File: src/rtl/acc_bias_pkg.sv
// rtl/acc_bias_pkg.sv - shared state encoding and width/limit helpers for acc_bias_unit
package acc_bias_pkg;

  typedef enum logic [1:0] {
    S_IDLE = 2'd0,
    S_ACC  = 2'd1,
    S_OUT  = 2'd2
  } state_t;

  // One guard bit above clog2 growth keeps the bias add from overflowing.
  function automatic int acc_width(input int m_bw, input int acc_len);
    return m_bw + $clog2(acc_len) + 1;
  endfunction

  function automatic longint sat_max(input int ab_bw);
    return (longint'(1) <<< (ab_bw - 1)) - longint'(1);
  endfunction

  function automatic longint sat_min(input int ab_bw);
    return -(longint'(1) <<< (ab_bw - 1));
  endfunction

endpackage

File: src/rtl/acc_bias_sat.sv
// rtl/acc_bias_sat.sv - combinational ACC_W to AB_BW narrower, saturating when ACC_BIAS_SAT_EN is defined
module acc_bias_sat
  import acc_bias_pkg::*;
#(
  parameter int ACC_W = 21,
  parameter int AB_BW = 21
) (
  input  logic [ACC_W-1:0] acc,
  output logic [AB_BW-1:0] acc_narrow
);

  generate
    if (ACC_W <= AB_BW) begin : g_ext
      assign acc_narrow = AB_BW'($signed(acc));
    end else begin : g_narrow
`ifdef ACC_BIAS_SAT_EN
      localparam logic signed [ACC_W-1:0] MAX_V = ACC_W'(sat_max(AB_BW));
      localparam logic signed [ACC_W-1:0] MIN_V = ACC_W'(sat_min(AB_BW));
      always_comb begin
        acc_narrow = AB_BW'(acc);
        if ($signed(acc) > MAX_V) begin
          acc_narrow = AB_BW'(MAX_V);
        end else if ($signed(acc) < MIN_V) begin
          acc_narrow = AB_BW'(MIN_V);
        end
      end
`else
      assign acc_narrow = AB_BW'(acc);
`endif
    end
  endgenerate

endmodule

File: src/rtl/acc_bias_unit.sv
// rtl/acc_bias_unit.sv - per-window product accumulator plus bias with valid/ready handshakes
// Define ACC_BIAS_SAT_EN for saturating output narrowing; otherwise the sum wraps.
module acc_bias_unit
  import acc_bias_pkg::*;
#(
  parameter int M_BW    = 16,
  parameter int B_BW    = 8,
  parameter int AB_BW   = 21,
  parameter int ACC_LEN = 9
) (
  input  logic             clk,
  input  logic             rst,
  input  logic             i_clear,
  input  logic             i_valid,
  output logic             o_ready_in,
  input  logic [M_BW-1:0]  i_mul_data,
  input  logic [B_BW-1:0]  i_bias,
  output logic             o_valid,
  input  logic             i_ready,
  output logic [AB_BW-1:0] o_acc_bias
);

  localparam int ACC_W = acc_width(M_BW, ACC_LEN);
  localparam int CNT_W = $clog2(ACC_LEN + 1);

  state_t            state, state_nxt;
  logic [CNT_W-1:0]  cnt;
  logic [ACC_W-1:0]  acc, acc_nxt, mul_ext, bias_ext;
  logic [AB_BW-1:0]  acc_narrow;
  logic              accept, start, last;

  assign mul_ext  = ACC_W'($signed(i_mul_data));
  assign bias_ext = ACC_W'($signed(i_bias));

  // A beat taken outside S_ACC (idle, or a handoff cycle in S_OUT) opens a new window.
  assign start   = (state != S_ACC);
  assign last    = start ? (ACC_LEN == 1) : (cnt == CNT_W'(ACC_LEN - 1));
  assign accept  = i_valid && o_ready_in;
  assign acc_nxt = start ? (mul_ext + bias_ext) : (acc + mul_ext);

  acc_bias_sat #(
    .ACC_W (ACC_W),
    .AB_BW (AB_BW)
  ) u_sat (
    .acc        (acc_nxt),
    .acc_narrow (acc_narrow)
  );

  always_comb begin
    state_nxt  = state;
    o_valid    = 1'b0;
    o_ready_in = 1'b1;
    case (state)
      S_IDLE: begin
        if (accept) state_nxt = last ? S_OUT : S_ACC;
      end
      S_ACC: begin
        if (accept && last) state_nxt = S_OUT;
      end
      S_OUT: begin
        o_valid    = 1'b1;
        o_ready_in = i_ready;
        if (i_ready) state_nxt = accept ? (last ? S_OUT : S_ACC) : S_IDLE;
      end
      default: state_nxt = S_IDLE;
    endcase
  end

  always_ff @(posedge clk) begin
    if (rst) begin
      state      <= S_IDLE;
      cnt        <= '0;
      acc        <= '0;
      o_acc_bias <= '0;
    end else if (i_clear) begin
      state <= S_IDLE;
      cnt   <= '0;
      acc   <= '0;
    end else begin
      state <= state_nxt;
      if (accept) begin
        acc <= acc_nxt;
        cnt <= start ? CNT_W'(1) : cnt + CNT_W'(1);
        if (last) o_acc_bias <= acc_narrow;
      end
    end
  end

endmodule
File: config.mk
export PLATFORM = sky130hd
export DESIGN_NAME = acc_bias_unit
export DESIGN_NICKNAME = d
export VERILOG_FILES = /design/src/rtl/acc_bias_pkg.sv /design/src/rtl/acc_bias_sat.sv /design/src/rtl/acc_bias_unit.sv
export SDC_FILE = /design/constraint.sdc
export NUM_CORES = 1
export LEC_CHECK = 0
export CORE_ASPECT_RATIO = 1.5
export CORE_MARGIN = 8
export CORE_UTILIZATION = 50
export CTS_CLUSTER_SIZE = 12
export DETAILED_ROUTE_END_ITERATION = 7
export PLACE_DENSITY_LB_ADDON = 0.1
export SYNTH_ARGS = -nofsm -noshare
export SYNTH_HDL_FRONTEND = slang
export SYNTH_SLANG_ARGS = --single-unit
File: constraint.sdc
create_clock -name clk -period 2.7 [get_ports clk]
set_input_delay 0.405 -clock clk [delete_from_list [all_inputs] [get_ports clk]]
set_output_delay 0.405 -clock clk [all_outputs]
set_load 0.01 [all_outputs]
== After elaboration in Yosys (flattened, before gate mapping) ==
Cells that the tools add are included.
Storage, ports and cells
  flip-flop bits (word level): 48
  input bits: 29
  output and inout bits: 23
  word-level logic and storage cells: 32
Cells by class
  add/subtract/negate cells: 3
  equal/unequal tests: 7
  muxes and demuxes: 11
  bitwise logic cells: 1
  reductions and logical operators: 6
Operators with widths (count)
  21-bit adder: 1
  21-bit 2-to-1 mux: 1
  16-bit by 8-bit adder with 17-bit output: 1
  2-bit 2-to-1 mux: 5
  2-bit != test (second input constant): 3
  2-bit case mux with 3 select lines: 1
  3-bit AND reduction: 2
  4-bit by 1-bit adder with 4-bit output (second input constant): 1
  4-bit == test (second input constant): 1
  4-bit 2-to-1 mux: 1
  1-bit 2-to-1 mux: 3
  2-bit by 1-bit == test with 1-bit output (second input constant): 1
  2-bit == test (second input constant): 1
  1-bit logical AND: 2
  2-bit zero test: 1
  2-bit by 1-bit != test with 1-bit output (second input constant): 1
  2-bit OR reduction: 1
  1-bit inverter: 1

== Depth between registers and ports, before layout ==
Gate-level depths: netlist of run 1.
  depth in word-level cells: 6
  mapped depth: 9
  gate-level depth less buffers: 9

== Cells and area by module ==
Synthesis of run 1 repeated with hierarchy kept, for this count alone.
Second synthesis, totals
  cell total of the unflattened synthesis: 527
  area, all modules: 3962.6 sq um
By module, submodules not included
  acc_bias_unit: times used 1, cells each 506, area an instance 3804.9 sq um, sequential area each 960.9 sq um
  acc_bias_sat: times used 1, cells each 21, area an instance 157.7 sq um, sequential area each 0.0 sq um

== Least setup slack after synthesis of run 1 ==
Ideal clock, no wire load.
  path type: input to register
  start point: in i_mul_data[0]
  end point: reg acc[20]
  library setup time: 0.122 ns
  data arrival time: 2.584 ns
  data required time: 2.578 ns
  slack: -0.005 ns
  stages: 9
  buffers on the path: 0
  cell sequence: ha_1 fa_1 a21o_1 a221oi_4 o32ai_2 a21bo_4 and3_4 or3_1 a221o_1
Between the ends
  cells in the longest elaborated chain, start to end: 2
  elaborated cells on any way between the ends: 3
  those cells by class: add/sub: 2; mux: 1
RTL lines
  start, declared: line acc_bias_unit.sv:16  | input logic [M_BW-1:0] i_mul_data,
  21-bit adder or 16-bit by 8-bit adder with 17-bit output (tied branches): line acc_bias_unit.sv:39  | assign acc_nxt = start ? (mul_ext + bias_ext) : (acc + mul_ext);
  21-bit 2-to-1 mux *: line acc_bias_unit.sv:39
  end signal, assigned: line acc_bias_unit.sv:82  | acc <= acc_nxt;
  end, declared: line acc_bias_unit.sv:28  | logic [ACC_W-1:0] acc, acc_nxt, mul_ext, bias_ext;
Mark *: on every way between the ends. The rest lies on a longest branch, timed or not.
A chain may end at the register's enable or synchronous reset.

== Worst setup path in the final report of run 1 ==
  start point: in i_mul_data[7]
  end point: reg acc[20]
Same word-level chain as after synthesis.

==> flow_results.xml, run 1 <==
<?xml version="1.0" encoding="UTF-8"?>
<metrics>
  <group name="status">
    <metric name="status" unit="">finished clean</metric>
  </group>
  <group name="sta">
    <metric name="finalHoldViolCount" unit="">0</metric>
    <metric name="slew-limit-headroom" unit="%">52.56</metric>
    <metric name="worst-slew-pin-transition" unit="ns">0.7090</metric>
    <metric name="timing.final.crit_period" unit="ns">2.693</metric>
    <metric name="timing_max_transition_violations_final" unit="">0</metric>
    <metric name="final-setup-viol-count" unit="">0</metric>
    <metric name="final_min_period_over_clock_period" unit="%">99.74</metric>
    <metric name="setup_slack" unit="ns">0.007005</metric>
    <metric name="finClkSkew" unit="ns">0.006467</metric>
    <metric name="holdWs" unit="ns">0.4616</metric>
    <metric name="fmax" unit="GHz">0.3713</metric>
  </group>
  <group name="global_route">
    <metric name="grt_antenna_before_repair" unit="">0</metric>
    <metric name="gr-usage-all-layers" unit="%">22.26</metric>
    <metric name="overflow" unit="">0</metric>
    <metric name="grt_max_degree" unit="">25</metric>
    <metric name="global_route_wire_length_before_repair" unit="um">18880</metric>
    <metric name="first_global_vias" unit="">4102</metric>
  </group>
  <group name="logic_synthesis">
    <metric name="synth_flop_cell" unit="">dfxtp_1</metric>
    <metric name="postSynth.asyncResetShare" unit="%">0</metric>
    <metric name="multiplexer_area_fraction_after_synthesis" unit="%">1.403</metric>
    <metric name="synth_top_family_by_area" unit="">compound AO/OA/AOI/OAI gates</metric>
    <metric name="post_synth.cell_area_avg" unit="um2">7.772</metric>
    <metric name="netlist_instances" unit="">482</metric>
    <metric name="synth_adder_area_share" unit="%">13.76</metric>
    <metric name="sequential_share_of_the_synthesized_area" unit="%">25.65</metric>
    <metric name="net_count_of_the_mapped_netlist" unit="">551</metric>
    <metric name="yosys.area_share.simple" unit="%">21.08</metric>
    <metric name="yosysWarnings" unit="">0</metric>
    <metric name="yosys.cell_types.count" unit="">50</metric>
    <metric name="synth_enable_flop_cells" unit="">0</metric>
    <metric name="synth-compound-area-share" unit="%">29.36</metric>
    <metric name="xor_xnor_share_of_the_synthesized_area" unit="%">5.845</metric>
    <metric name="syn_area" unit="um2">3746</metric>
    <metric name="ys_ff_latch" unit="">48</metric>
  </group>
  <group name="detailed_routing">
    <metric name="drc_errors" unit="">0</metric>
    <metric name="wire_per_inst" unit="um">16.60</metric>
    <metric name="via_count" unit="">4190</metric>
    <metric name="drt_pass1_iterations" unit="">6</metric>
    <metric name="drt_iter0_drcs" unit="">194</metric>
    <metric name="wirelength" unit="um">11960</metric>
    <metric name="detail_route.vias_per_cell" unit="">5.819</metric>
    <metric name="drt.antenna.violating_nets" unit="">0</metric>
  </group>
  <group name="clocking">
    <metric name="clock_latency" unit="ns">0.32</metric>
    <metric name="clock-sinks" unit="">48</metric>
    <metric name="clkSlewWorstSetupHoldPaths" unit="ns">0.10</metric>
    <metric name="hold_buffers" unit="">0</metric>
    <metric name="h-tree-depth" unit="">2</metric>
    <metric name="max-clock-path-buffers" unit="">2</metric>
    <metric name="tritoncts" unit="">done</metric>
    <metric name="cts_root_buffer" unit="">clkbuf_8</metric>
    <metric name="tritoncts.num_buffers" unit="">5</metric>
  </group>
  <group name="power_and_ir_drop">
    <metric name="power_frac_seq" unit="%">33.6</metric>
    <metric name="power.switching_fraction" unit="%">31.98</metric>
    <metric name="p_leak" unit="nW">2.312</metric>
    <metric name="cellPowerDensity" unit="nW/um2">409.3</metric>
    <metric name="p_sw" unit="mW">0.7061</metric>
    <metric name="vdd.ir_drop.worst" unit="mV">0.3652</metric>
    <metric name="comb_power_share" unit="%">37.1</metric>
    <metric name="cell_internal_pwr" unit="mW">1.502</metric>
    <metric name="share_clk_of_total_power" unit="%">29.3</metric>
  </group>
  <group name="cells_and_area">
    <metric name="finish.utilization" unit="%">74.17</metric>
    <metric name="final_common_cell" unit="">buf_4</metric>
    <metric name="post_layout_nonfiller_instances" unit="">720</metric>
    <metric name="flow.area_growth_from_synthesis" unit="%">44.02</metric>
    <metric name="most-common-layout-cells" unit="">buf_4, a21oi_1, nor2_1</metric>
    <metric name="antenna_cells_inserted" unit="">0</metric>
    <metric name="nets" unit="">688</metric>
    <metric name="fillerInstances" unit="">588</metric>
    <metric name="fraction_of_final_layout_cells_sized_beyond_drive_strength_1" unit="%">23.39</metric>
  </group>
  <group name="critical_path">
    <metric name="cp.buffers_inverters" unit="">1</metric>
    <metric name="crit_chain" unit="">clkdlybuf4s50_1 &gt; ha_1 &gt; a211o_1 &gt; a31oi_4 &gt; o32ai_2 &gt; a21bo_4 &gt; and3_4 &gt; or3_1 &gt; a221o_1</metric>
    <metric name="timing.critical_path.max_delay_family" unit="">compound AO/OA/AOI/OAI gates</metric>
    <metric name="timing_worst_setup_path_type" unit="">input port to flip-flop</metric>
    <metric name="critical_path_arrival" unit="ns">2.91</metric>
    <metric name="endpoint_kind" unit="">flip-flop</metric>
    <metric name="worst_path_slowest_cell" unit="">clkdlybuf4s50_1</metric>
    <metric name="critical_path.startpoint_type" unit="">input port</metric>
    <metric name="crit_fanout" unit="">4</metric>
    <metric name="timing.critical_path.slowest_cell_delay" unit="ns">0.49</metric>
    <metric name="required" unit="ns">2.92</metric>
  </group>
  <group name="floorplanning">
    <metric name="placeableCoreArea" unit="um2">7274</metric>
    <metric name="design.die.area" unit="um2">10580</metric>
    <metric name="number_of_top_level_pins" unit="">52</metric>
    <metric name="fp.dieH" unit="um">122.0</metric>
    <metric name="die_x" unit="um">86.68</metric>
    <metric name="start_util" unit="%">51.50</metric>
    <metric name="placement_rows" unit="">38</metric>
  </group>
  <group name="placement">
    <metric name="place_ws" unit="ns">-0.5567</metric>
    <metric name="detailed_place_hpwl" unit="um">9235</metric>
    <metric name="numPlacedInstances" unit="">708</metric>
    <metric name="place.gp.congestion" unit="">0.9458</metric>
    <metric name="port-buffer-count" unit="">51</metric>
  </group>
  <group name="min_path">
    <metric name="hold_path.class" unit="">flip-flop to flip-flop</metric>
  </group>
  <group name="job">
    <metric name="max-cap-violations" unit="">0</metric>
  </group>
</metrics>
-- per-layer routing --
metal | track usage, % | wire, um | vias up
li1 | - | - | 2065
met1 | 24.28 | 4677 | 1955
met2 | 40.00 | 6239 | 136
met3 | 3.102 | 512 | 34
met4 | 12.55 | 524 | 0
met5 | 0 | 0 | -
-- state kept, by name (all words and copies together), names as in the netlist --
register,flops
o_acc_bias,21
state,2
acc,21
cnt,4
-- power by group through the flow --
stage | Combinational (mW) | Sequential, mW | Clock (mW)
finish | 0.820 | 0.742 | 0.646
global route | 0.891 | 0.744 | 0.675
CTS | 0.763 | 0.741 | 0.651
detailed placement | 0.749 | 0.757 | 0
global placement | 0.733 | 0.756 | 0
floorplan | 0.421 | 0.753 | 0
-- worst paths after layout --
path | cells after the start | from | endpoint | slack (ns)
worst min-delay path | 2 | o_acc_bias[11]$_SDFFE_PP0P_ | o_acc_bias[11]$_SDFFE_PP0P_ | 0.46
worst max register to register | 9 | acc[0]$_SDFFE_PP0P_ | acc[20]$_SDFFE_PP0P_ | 0.06
worst max-delay path | 9 | i_mul_data[7] | acc[20]$_SDFFE_PP0P_ | 0.007
worst min register to register | 2 | o_acc_bias[11]$_SDFFE_PP0P_ | o_acc_bias[11]$_SDFFE_PP0P_ | 0.46
-- stage by stage --
| step | power (mW) | area (um2) | TNS [ns] |
|---|---|---|---|
| 2_1_floorplan | 1.174 | 3761 | 0 |
| 3_3_place_gp | 1.488 | 5040 | -7.994 |
| 3_5_place_dp | 1.505 | 5040 | -9.143 |
| 4_1_cts | 2.155 | 5224 | 0 |
| 5_1_grt | 2.310 | 5395 | -0.06118 |
| 6_report | 2.208 | 5395 | 0 |
-- synthesized netlist by cell type (11+ instances only) --
| cell type | number | area share, % |
|---|---|---|
| clkbuf_1 | 19 | 1.9 |
| dfxtp_1 | 48 | 26 |
| xor2_1 | 12 | 2.8 |
| a211oi_1 | 14 | 2.8 |
| a21oi_1 | 56 | 7.5 |
| nor3_1 | 13 | 1.7 |
| a31oi_1 | 12 | 2.0 |
| o21ai_0 | 34 | 4.5 |
| xnor2_1 | 13 | 3.0 |
| ha_1 | 38 | 13 |
| nand2_1 | 42 | 4.2 |
| nor2_1 | 52 | 5.2 |
| a21o_1 | 11 | 2.2 |
-- timing repair --
| action | in CTS | in global routing |
|---|---|---|
| cloned | 0 | 0 |
| resized for setup | 12 | 28 |
| setup buffers | 1 | 3 |
| setup endpoints to repair | 17 | 9 |
| pin swaps | 7 | 12 |
-- layout make-up --
type | count | area [um2] | share of cell area, %
Multi-Input combinational cell | 405 | 2878 | 53.34
Inverter | 9 | 33.78 | 0.6262
Sequential cell | 48 | 962.2 | 17.83
Clock buffer | 5 | 68.82 | 1.276
Tap cell | 100 | 125.1 | 2.319
Timing Repair Buffer | 150 | 1259 | 23.33
Clock inverter | 3 | 68.82 | 1.276
-- worst reg2reg max path: stages (launching register included) --
cell      delay [ns]
dfxtp_2         0.35
ha_4            0.16
fa_2            0.37
a21o_1          0.21
a221oi_4        0.31
o32ai_2         0.16
a21bo_4         0.24
and3_4          0.14
or3_1           0.30
a221o_1         0.29
-- kinds of logic (layout without fill, tap and decap cells) --
logic type,after synthesis,count (layout)
muxes,5,5
adders and majority gates,40,40
buffers and inverters,29,167
xor gates and xnor gates,25,25
DFF,48,48
AOI/OAI and AO/OA,170,170
and+or+nand+nor,165,165
Note: power is estimated with default switching activity, not from simulation.
==> run 2: changes to the inputs <==
- CORE_MARGIN: 8 -> 10
==> flow_results.xml, run 2 (same netlist as run 1, synthesis figures left out) <==
<?xml version="1.0" encoding="UTF-8"?>
<metrics>
  <group name="status">
    <metric name="status" unit="">finished, violations left</metric>
    <metric name="violated_checks" unit="">negative setup slack</metric>
  </group>
  <group name="power_and_ir_drop">
    <metric name="overall_power" unit="mW">2.095</metric>
    <metric name="p_leak" unit="nW">2.279</metric>
    <metric name="comb_power_share" unit="%">38.5</metric>
    <metric name="power.switching_fraction" unit="%">33.05</metric>
    <metric name="vdd.ir_drop.worst" unit="mV">0.2110</metric>
    <metric name="power_frac_seq" unit="%">35.4</metric>
    <metric name="share_clk_of_total_power" unit="%">26.1</metric>
    <metric name="cellPowerDensity" unit="nW/um2">394.2</metric>
    <metric name="cell_internal_pwr" unit="mW">1.403</metric>
    <metric name="p_sw" unit="mW">0.6923</metric>
  </group>
  <group name="cells_and_area">
    <metric name="antenna_cells_inserted" unit="">0</metric>
    <metric name="flow.area_growth_from_synthesis" unit="%">41.85</metric>
    <metric name="biggestRegsByFlops" unit="">acc x21, o_acc_bias x21, cnt x4</metric>
    <metric name="final_common_cell" unit="">buf_4</metric>
    <metric name="fraction_of_final_layout_cells_sized_beyond_drive_strength_1" unit="%">23.26</metric>
    <metric name="most-common-layout-cells" unit="">buf_4, a21oi_1, nor2_1</metric>
    <metric name="nets" unit="">687</metric>
  </group>
  <group name="placement">
    <metric name="port-buffer-count" unit="">51</metric>
    <metric name="place_ws" unit="ns">-0.5858</metric>
    <metric name="place.gp.congestion" unit="">0.9345</metric>
    <metric name="detailed_place_hpwl" unit="um">9526</metric>
  </group>
  <group name="floorplanning">
    <metric name="die_x" unit="um">90.68</metric>
    <metric name="fp.dieH" unit="um">126.0</metric>
    <metric name="placeableCoreArea" unit="um2">7274</metric>
    <metric name="placement_rows" unit="">38</metric>
    <metric name="start_util" unit="%">51.50</metric>
    <metric name="design.die.area" unit="um2">11430</metric>
    <metric name="number_of_top_level_pins" unit="">52</metric>
  </group>
  <group name="global_route">
    <metric name="overflow" unit="">0</metric>
    <metric name="global_route_wire_length_before_repair" unit="um">19020</metric>
    <metric name="first_global_vias" unit="">4183</metric>
    <metric name="grt_max_degree" unit="">23</metric>
    <metric name="grt_antenna_before_repair" unit="">0</metric>
    <metric name="gr-usage-all-layers" unit="%">19.72</metric>
  </group>
  <group name="critical_path">
    <metric name="timing.critical_path.slowest_cell_delay" unit="ns">0.46</metric>
    <metric name="crit_fanout" unit="">5</metric>
    <metric name="timing_worst_setup_path_type" unit="">input port to flip-flop</metric>
    <metric name="required" unit="ns">2.91</metric>
    <metric name="critical_path.startpoint_type" unit="">input port</metric>
    <metric name="critical_path_arrival" unit="ns">2.93</metric>
    <metric name="cp.buffers_inverters" unit="">2</metric>
    <metric name="endpoint_kind" unit="">flip-flop</metric>
    <metric name="timing.critical_path.max_delay_family" unit="">compound AO/OA/AOI/OAI gates</metric>
    <metric name="worst_path_slowest_cell" unit="">clkdlybuf4s50_1</metric>
    <metric name="crit_chain" unit="">clkdlybuf4s50_1 &gt; buf_4 &gt; ha_4 &gt; or2_2 &gt; a31oi_2 &gt; o32ai_4 &gt; a21bo_4 &gt; and3_4 &gt; or3_4 &gt; a221o_1</metric>
  </group>
  <group name="detailed_routing">
    <metric name="drt_pass1_iterations" unit="">5</metric>
    <metric name="drc_errors" unit="">0</metric>
    <metric name="wire_per_inst" unit="um">16.20</metric>
    <metric name="detail_route.vias_per_cell" unit="">5.784</metric>
    <metric name="wirelength" unit="um">11650</metric>
    <metric name="via_count" unit="">4159</metric>
    <metric name="drt.antenna.violating_nets" unit="">0</metric>
    <metric name="drt_iter0_drcs" unit="">219</metric>
  </group>
  <group name="clocking">
    <metric name="clkSlewWorstSetupHoldPaths" unit="ns">0.09</metric>
    <metric name="h-tree-depth" unit="">2</metric>
    <metric name="max-clock-path-buffers" unit="">2</metric>
    <metric name="tritoncts.num_buffers" unit="">5</metric>
    <metric name="clock_latency" unit="ns">0.31</metric>
    <metric name="hold_buffers" unit="">0</metric>
    <metric name="clock-sinks" unit="">48</metric>
    <metric name="cts_root_buffer" unit="">clkbuf_8</metric>
    <metric name="tritoncts" unit="">done</metric>
  </group>
  <group name="sta">
    <metric name="holdWs" unit="ns">0.4569</metric>
    <metric name="timing.final.crit_period" unit="ns">2.729</metric>
    <metric name="finClkSkew" unit="ns">0.002804</metric>
    <metric name="final-setup-viol-count" unit="">1</metric>
    <metric name="worst-slew-pin-transition" unit="ns">0.8014</metric>
    <metric name="timing_max_transition_violations_final" unit="">0</metric>
    <metric name="rsz0062_at_grt" unit="">yes</metric>
    <metric name="final_min_period_over_clock_period" unit="%">101.1</metric>
    <metric name="fmax" unit="GHz">0.3665</metric>
    <metric name="setup_slack" unit="ns">-0.02872</metric>
    <metric name="finalHoldViolCount" unit="">0</metric>
    <metric name="slew-limit-headroom" unit="%">46.01</metric>
  </group>
  <group name="job">
    <metric name="max-cap-violations" unit="">0</metric>
  </group>
  <group name="min_path">
    <metric name="hold_path.class" unit="">flip-flop to flip-flop</metric>
  </group>
</metrics>
## run 2: changes by cell type in the layout (fill, tap and decap cells not counted), sizes merged
| cell | before | now |
|---|---|---|
| dlymetal6s2s | 3 | 1 |
| clkbuf | 5 | 6 |
| buf | 99 | 98 |
| clkinv | 0 | 2 |
| bufinv | 2 | 1 |
| clkdlybuf4s15 | 1 | 0 |
| inv | 10 | 9 |
| clkdlybuf4s50 | 45 | 47 |
## run 2: repair_timing
action | 4_1_cts | 5_1_grt
cloned | 0 | 0
buffers inserted | 0 | 2
pin swaps | 6 | 4
setup endpoints to repair | 15 | 15
resized for setup | 12 | 25
## run 2: layout make-up
class / count / area, um2
clock buffer: 5 / 68.82
clock inverter: 3 / 47.55
fill: 612 / 1961
inverter: 9 / 33.78
multi-input combinational: 405 / 2835
sequential: 48 / 962.2
tap: 100 / 125.1
timing repair buffer: 149 / 1241
## run 2: path summary, 6_finish.rpt
check                             start                         end  slack, ns  cells after the start
max                       i_mul_data[8]        acc[20]$_SDFFE_PP0P_      -0.03                     10
min          o_acc_bias[8]$_SDFFE_PP0P_  o_acc_bias[8]$_SDFFE_PP0P_       0.46                      2
max reg2reg         acc[0]$_SDFFE_PP0P_        acc[20]$_SDFFE_PP0P_          0                      9
min reg2reg  o_acc_bias[8]$_SDFFE_PP0P_  o_acc_bias[8]$_SDFFE_PP0P_       0.46                      2
## run 2: stage by stage
stage               utilization, %  std cells  instance area (um2)  setup TNS, ns
finish                       73.05        719                 5314       -0.02872
CTS                          71.57        717                 5206      -0.002728
floorplan                        -        482                 3761              0
global route                 73.05        719                 5314        -0.1319
detailed placement           69.38        709                 5047         -8.476
global placement             69.38        709                 5047         -7.529
## run 2: power groups by stage
stage          Sequential [mW]  Clock (mW)  Combinational (mW)
4_1_cts                  0.741       0.552               0.768
5_1_grt                  0.744       0.579               0.880
2_1_floorplan            0.753           0               0.421
3_3_place_gp             0.756           0               0.735
3_5_place_dp             0.757           0               0.755
6_report                 0.742       0.547               0.806
## run 2: worst reg2reg max path: cells and delay by family (launching register included)
| kind | cells | cell delay [ns] |
|---|---|---|
| AO/OA/AOI/OAI | 5 | 1.26 |
| adder cells (fa/ha/maj) | 2 | 0.52 |
| AND/OR/NAND/NOR | 2 | 0.46 |
| flip-flops | 1 | 0.35 |
## run 2: metal layers
layer  track usage [%]  part of all wire, %
met3             3.092                  4.9
met1             20.59                   39
met2             35.67                   51
met5                 0                    0
met4             12.69                  4.9
==> run 3: changes to the inputs <==
- ABC_AREA: not set -> 1
- CORE_UTILIZATION: 50 -> 40
==> flow_results.xml, run 3 <==
<?xml version="1.0" encoding="UTF-8"?>
<metrics>
  <group name="status">
    <metric name="status" unit="">finished clean</metric>
  </group>
  <group name="cells_and_area">
    <metric name="fraction_of_final_layout_cells_sized_beyond_drive_strength_1" unit="%">3.924</metric>
    <metric name="flow.area_growth_from_synthesis" unit="%">19.92</metric>
    <metric name="final_common_cell" unit="">nand2_1</metric>
    <metric name="nets" unit="">858</metric>
    <metric name="antenna_cells_inserted" unit="">0</metric>
    <metric name="most-common-layout-cells" unit="">nand2_1, inv_1, nor2_1</metric>
    <metric name="biggestRegsByFlops" unit="">acc x21, o_acc_bias x21, cnt x4</metric>
  </group>
  <group name="power_and_ir_drop">
    <metric name="cell_internal_pwr" unit="mW">1.302</metric>
    <metric name="cellPowerDensity" unit="nW/um2">389.4</metric>
    <metric name="share_clk_of_total_power" unit="%">31.8</metric>
    <metric name="overall_power" unit="mW">2.009</metric>
    <metric name="comb_power_share" unit="%">31.5</metric>
    <metric name="power_frac_seq" unit="%">36.7</metric>
    <metric name="power.switching_fraction" unit="%">35.21</metric>
    <metric name="vdd.ir_drop.worst" unit="mV">0.3111</metric>
    <metric name="p_sw" unit="mW">0.7074</metric>
    <metric name="p_leak" unit="nW">2.794</metric>
  </group>
  <group name="detailed_routing">
    <metric name="wire_per_inst" unit="um">14.81</metric>
    <metric name="via_count" unit="">4586</metric>
    <metric name="detail_route.vias_per_cell" unit="">4.910</metric>
    <metric name="drt_pass1_iterations" unit="">5</metric>
    <metric name="drc_errors" unit="">0</metric>
    <metric name="drt_iter0_drcs" unit="">203</metric>
    <metric name="wirelength" unit="um">13830</metric>
    <metric name="drt.antenna.violating_nets" unit="">0</metric>
  </group>
  <group name="logic_synthesis">
    <metric name="syn_area" unit="um2">4302</metric>
    <metric name="ys_ff_latch" unit="">48</metric>
    <metric name="post_synth.cell_area_avg" unit="um2">5.861</metric>
    <metric name="yosysWarnings" unit="">0</metric>
    <metric name="netlist.top_cell.by_area" unit="">dfxtp_1</metric>
    <metric name="sequential_share_of_the_synthesized_area" unit="%">22.34</metric>
    <metric name="yosysMostFrequentCell" unit="">nand2_1</metric>
    <metric name="synth.top_cells.by_count" unit="">nand2_1, inv_1, nor2_1</metric>
    <metric name="postSynth.asyncResetShare" unit="%">0</metric>
    <metric name="synth_flop_cell" unit="">dfxtp_1</metric>
    <metric name="share_of_the_synthesized_area_in_the_top_cell_type" unit="%">22.34</metric>
    <metric name="synth_enable_flop_cells" unit="">0</metric>
    <metric name="yosys.cell_types.count" unit="">32</metric>
    <metric name="netlist_top_cells_area" unit="">dfxtp_1, nand2_1, ha_1, inv_1, nor2_1</metric>
    <metric name="net_count_of_the_mapped_netlist" unit="">803</metric>
    <metric name="netlist_instances" unit="">734</metric>
  </group>
  <group name="global_route">
    <metric name="grt_antenna_before_repair" unit="">0</metric>
    <metric name="grt_max_degree" unit="">28</metric>
    <metric name="gr-usage-all-layers" unit="%">18.13</metric>
    <metric name="first_global_vias" unit="">4597</metric>
    <metric name="overflow" unit="">0</metric>
    <metric name="global_route_wire_length_before_repair" unit="um">22870</metric>
  </group>
  <group name="critical_path">
    <metric name="endpoint_kind" unit="">flip-flop</metric>
    <metric name="worst_path_slowest_cell" unit="">clkdlybuf4s50_1</metric>
    <metric name="r2r.worst_path.cells" unit="">9</metric>
    <metric name="timing_worst_setup_path_type" unit="">input port to flip-flop</metric>
    <metric name="cp.buffers_inverters" unit="">3</metric>
    <metric name="regToRegEndpoint" unit="">o_acc_bias[9]$_SDFFE_PP0P_</metric>
    <metric name="reg2reg_slack" unit="ns">0.57</metric>
    <metric name="timing.critical_path.slowest_cell_delay" unit="ns">0.63</metric>
    <metric name="critical_path.startpoint_type" unit="">input port</metric>
    <metric name="crit_chain" unit="">clkdlybuf4s50_1 &gt; ha_1 &gt; inv_1 &gt; o21bai_1 &gt; a21oi_1 &gt; nand2_1 &gt; nand2_1 &gt; nand3_1 &gt; nand3_2 &gt; nand3_1 &gt; nand2_1 &gt; inv_1</metric>
    <metric name="crit_fanout" unit="">10</metric>
    <metric name="timing.critical_path.max_delay_family" unit="">simple AND/OR/NAND/NOR gates</metric>
    <metric name="critical_path_arrival" unit="ns">2.66</metric>
    <metric name="required" unit="ns">2.94</metric>
    <metric name="r2r_start" unit="">acc[7]$_SDFFE_PP0P_</metric>
    <metric name="top_cell_by_count_worst_path" unit="">nand2_1</metric>
  </group>
  <group name="floorplanning">
    <metric name="placement_rows" unit="">46</metric>
    <metric name="die_x" unit="um">104.7</metric>
    <metric name="number_of_top_level_pins" unit="">52</metric>
    <metric name="fp.dieH" unit="um">147.0</metric>
    <metric name="placeableCoreArea" unit="um2">10530</metric>
    <metric name="start_util" unit="%">40.84</metric>
    <metric name="design.die.area" unit="um2">15390</metric>
  </group>
  <group name="sta">
    <metric name="finalHoldViolCount" unit="">0</metric>
    <metric name="timing.final.crit_period" unit="ns">2.418</metric>
    <metric name="final-setup-viol-count" unit="">0</metric>
    <metric name="finClkSkew" unit="ns">0.005483</metric>
    <metric name="setup_slack" unit="ns">0.2816</metric>
    <metric name="final_min_period_over_clock_period" unit="%">89.57</metric>
    <metric name="slew-limit-headroom" unit="%">70.98</metric>
    <metric name="fin_tns_setup" unit="ns">0</metric>
    <metric name="timing_max_transition_violations_final" unit="">0</metric>
    <metric name="worst-slew-pin-transition" unit="ns">0.4347</metric>
    <metric name="rsz0062_at_grt" unit="">no</metric>
    <metric name="fmax" unit="GHz">0.4135</metric>
  </group>
  <group name="clocking">
    <metric name="cts_root_buffer" unit="">clkbuf_16</metric>
    <metric name="tritoncts.num_buffers" unit="">5</metric>
    <metric name="max-clock-path-buffers" unit="">2</metric>
    <metric name="clkSlewWorstSetupHoldPaths" unit="ns">0.07</metric>
    <metric name="hold_buffers" unit="">0</metric>
    <metric name="cts_setup_buffers" unit="">0</metric>
    <metric name="clock_latency" unit="ns">0.29</metric>
    <metric name="post_cts_resized" unit="">0</metric>
    <metric name="clock-sinks" unit="">48</metric>
    <metric name="h-tree-depth" unit="">2</metric>
    <metric name="tritoncts" unit="">done</metric>
  </group>
  <group name="placement">
    <metric name="place_ws" unit="ns">-0.02108</metric>
    <metric name="detailed_place_hpwl" unit="um">11340</metric>
    <metric name="port-buffer-count" unit="">51</metric>
    <metric name="place.gp.congestion" unit="">0.9535</metric>
  </group>
  <group name="job">
    <metric name="max-cap-violations" unit="">0</metric>
  </group>
  <group name="min_path">
    <metric name="hold_path.class" unit="">flip-flop to flip-flop</metric>
    <metric name="min_delay_path_depth" unit="">2</metric>
    <metric name="hold-path-endpoint" unit="">o_acc_bias[0]$_SDFFE_PP0P_</metric>
    <metric name="worst_hold_startpoint" unit="">o_acc_bias[0]$_SDFFE_PP0P_</metric>
  </group>
</metrics>
==> run 3: cell types whose count changed in the layout (fill, tap and decap cells not counted), sizes merged, moves of 12 or more <==
cell,previous run,this run
a31oi,12,0
buf,98,13
inv,9,115
nand2,42,216
nand3,9,78
nor2,52,110
==> run 3: worst max path at each step <==
stage | from | to | slack [ns] | cells past startpoint
after CTS | i_bias[7] | o_acc_bias[18]$_SDFFE_PP0P_ | 0.28 | 12
after floorplan | i_mul_data[0] | acc[12]$_SDFFE_PP0P_ | 0.78 | 14
after global routing | i_bias[7] | o_acc_bias[18]$_SDFFE_PP0P_ | 0.07 | 12
after global placement | i_mul_data[7] | o_acc_bias[9]$_SDFFE_PP0P_ | -0.01 | 10
after detailed placement | i_bias[7] | o_acc_bias[18]$_SDFFE_PP0P_ | -0.02 | 12
final | i_bias[7] | o_acc_bias[18]$_SDFFE_PP0P_ | 0.28 | 12
==> run 3: metrics by stage <==
| stage | hold slack (ns) | std cells | utilization [%] | cell area, um2 |
|---|---|---|---|---|
| floorplan | 0.4491 | 734 | - | 4302 |
| global placement | 0.4588 | 926 | 47.60 | 5014 |
| detailed placement | 0.4590 | 926 | 47.60 | 5014 |
| CTS | 0.4726 | 934 | 48.98 | 5159 |
| global route | 0.4919 | 934 | 48.98 | 5159 |
| finish | 0.4713 | 934 | 48.98 | 5159 |
==> run 3: layout make-up <==
type	count	area (um2)
Timing Repair Buffer	64	620.6
Inverter	115	431.7
Clock buffer	6	128.9
Tap cell	144	180.2
Fill cell	1164	5374
Sequential cell	48	960.9
Clock inverter	2	16.27
Multi-Input combinational cell	555	2820
==> run 3: cells by family after synthesis <==
logic type / count (synthesis) / share of synthesized area, %
compound gates: 81 / 10.09
buf+inv: 131 / 12.10
fa+ha+maj: 40 / 11.98
xor+xnor: 11 / 2.240
simple gates: 423 / 41.25
flops: 48 / 22.34
==> run 3: metal layers <==
layer | part of all wire [%] | GRT usage [%] | up-vias
met5 | 0 | 0 | -
met3 | 4.2 | 3.284 | 23
met4 | 2.9 | 6.680 | 0
met2 | 51 | 33.82 | 99
met1 | 42 | 19.75 | 2046
li1 | - | - | 2418
==> run 3: tightest hold or removal path, cell delays in order, from the launching register on <==
cell     delay [ns]
dfxtp_1        0.31
nand2_1        0.06
a21oi_1        0.05
==> run 3: power groups by stage <==
stage / sequential (mW) / combinational, mW / clock (mW)
floorplan: 0.751 / 0.426 / 0
global placement: 0.753 / 0.627 / 0
detailed placement: 0.754 / 0.629 / 0
CTS: 0.737 / 0.633 / 0.655
global route: 0.739 / 0.722 / 0.679
finish: 0.737 / 0.632 / 0.639
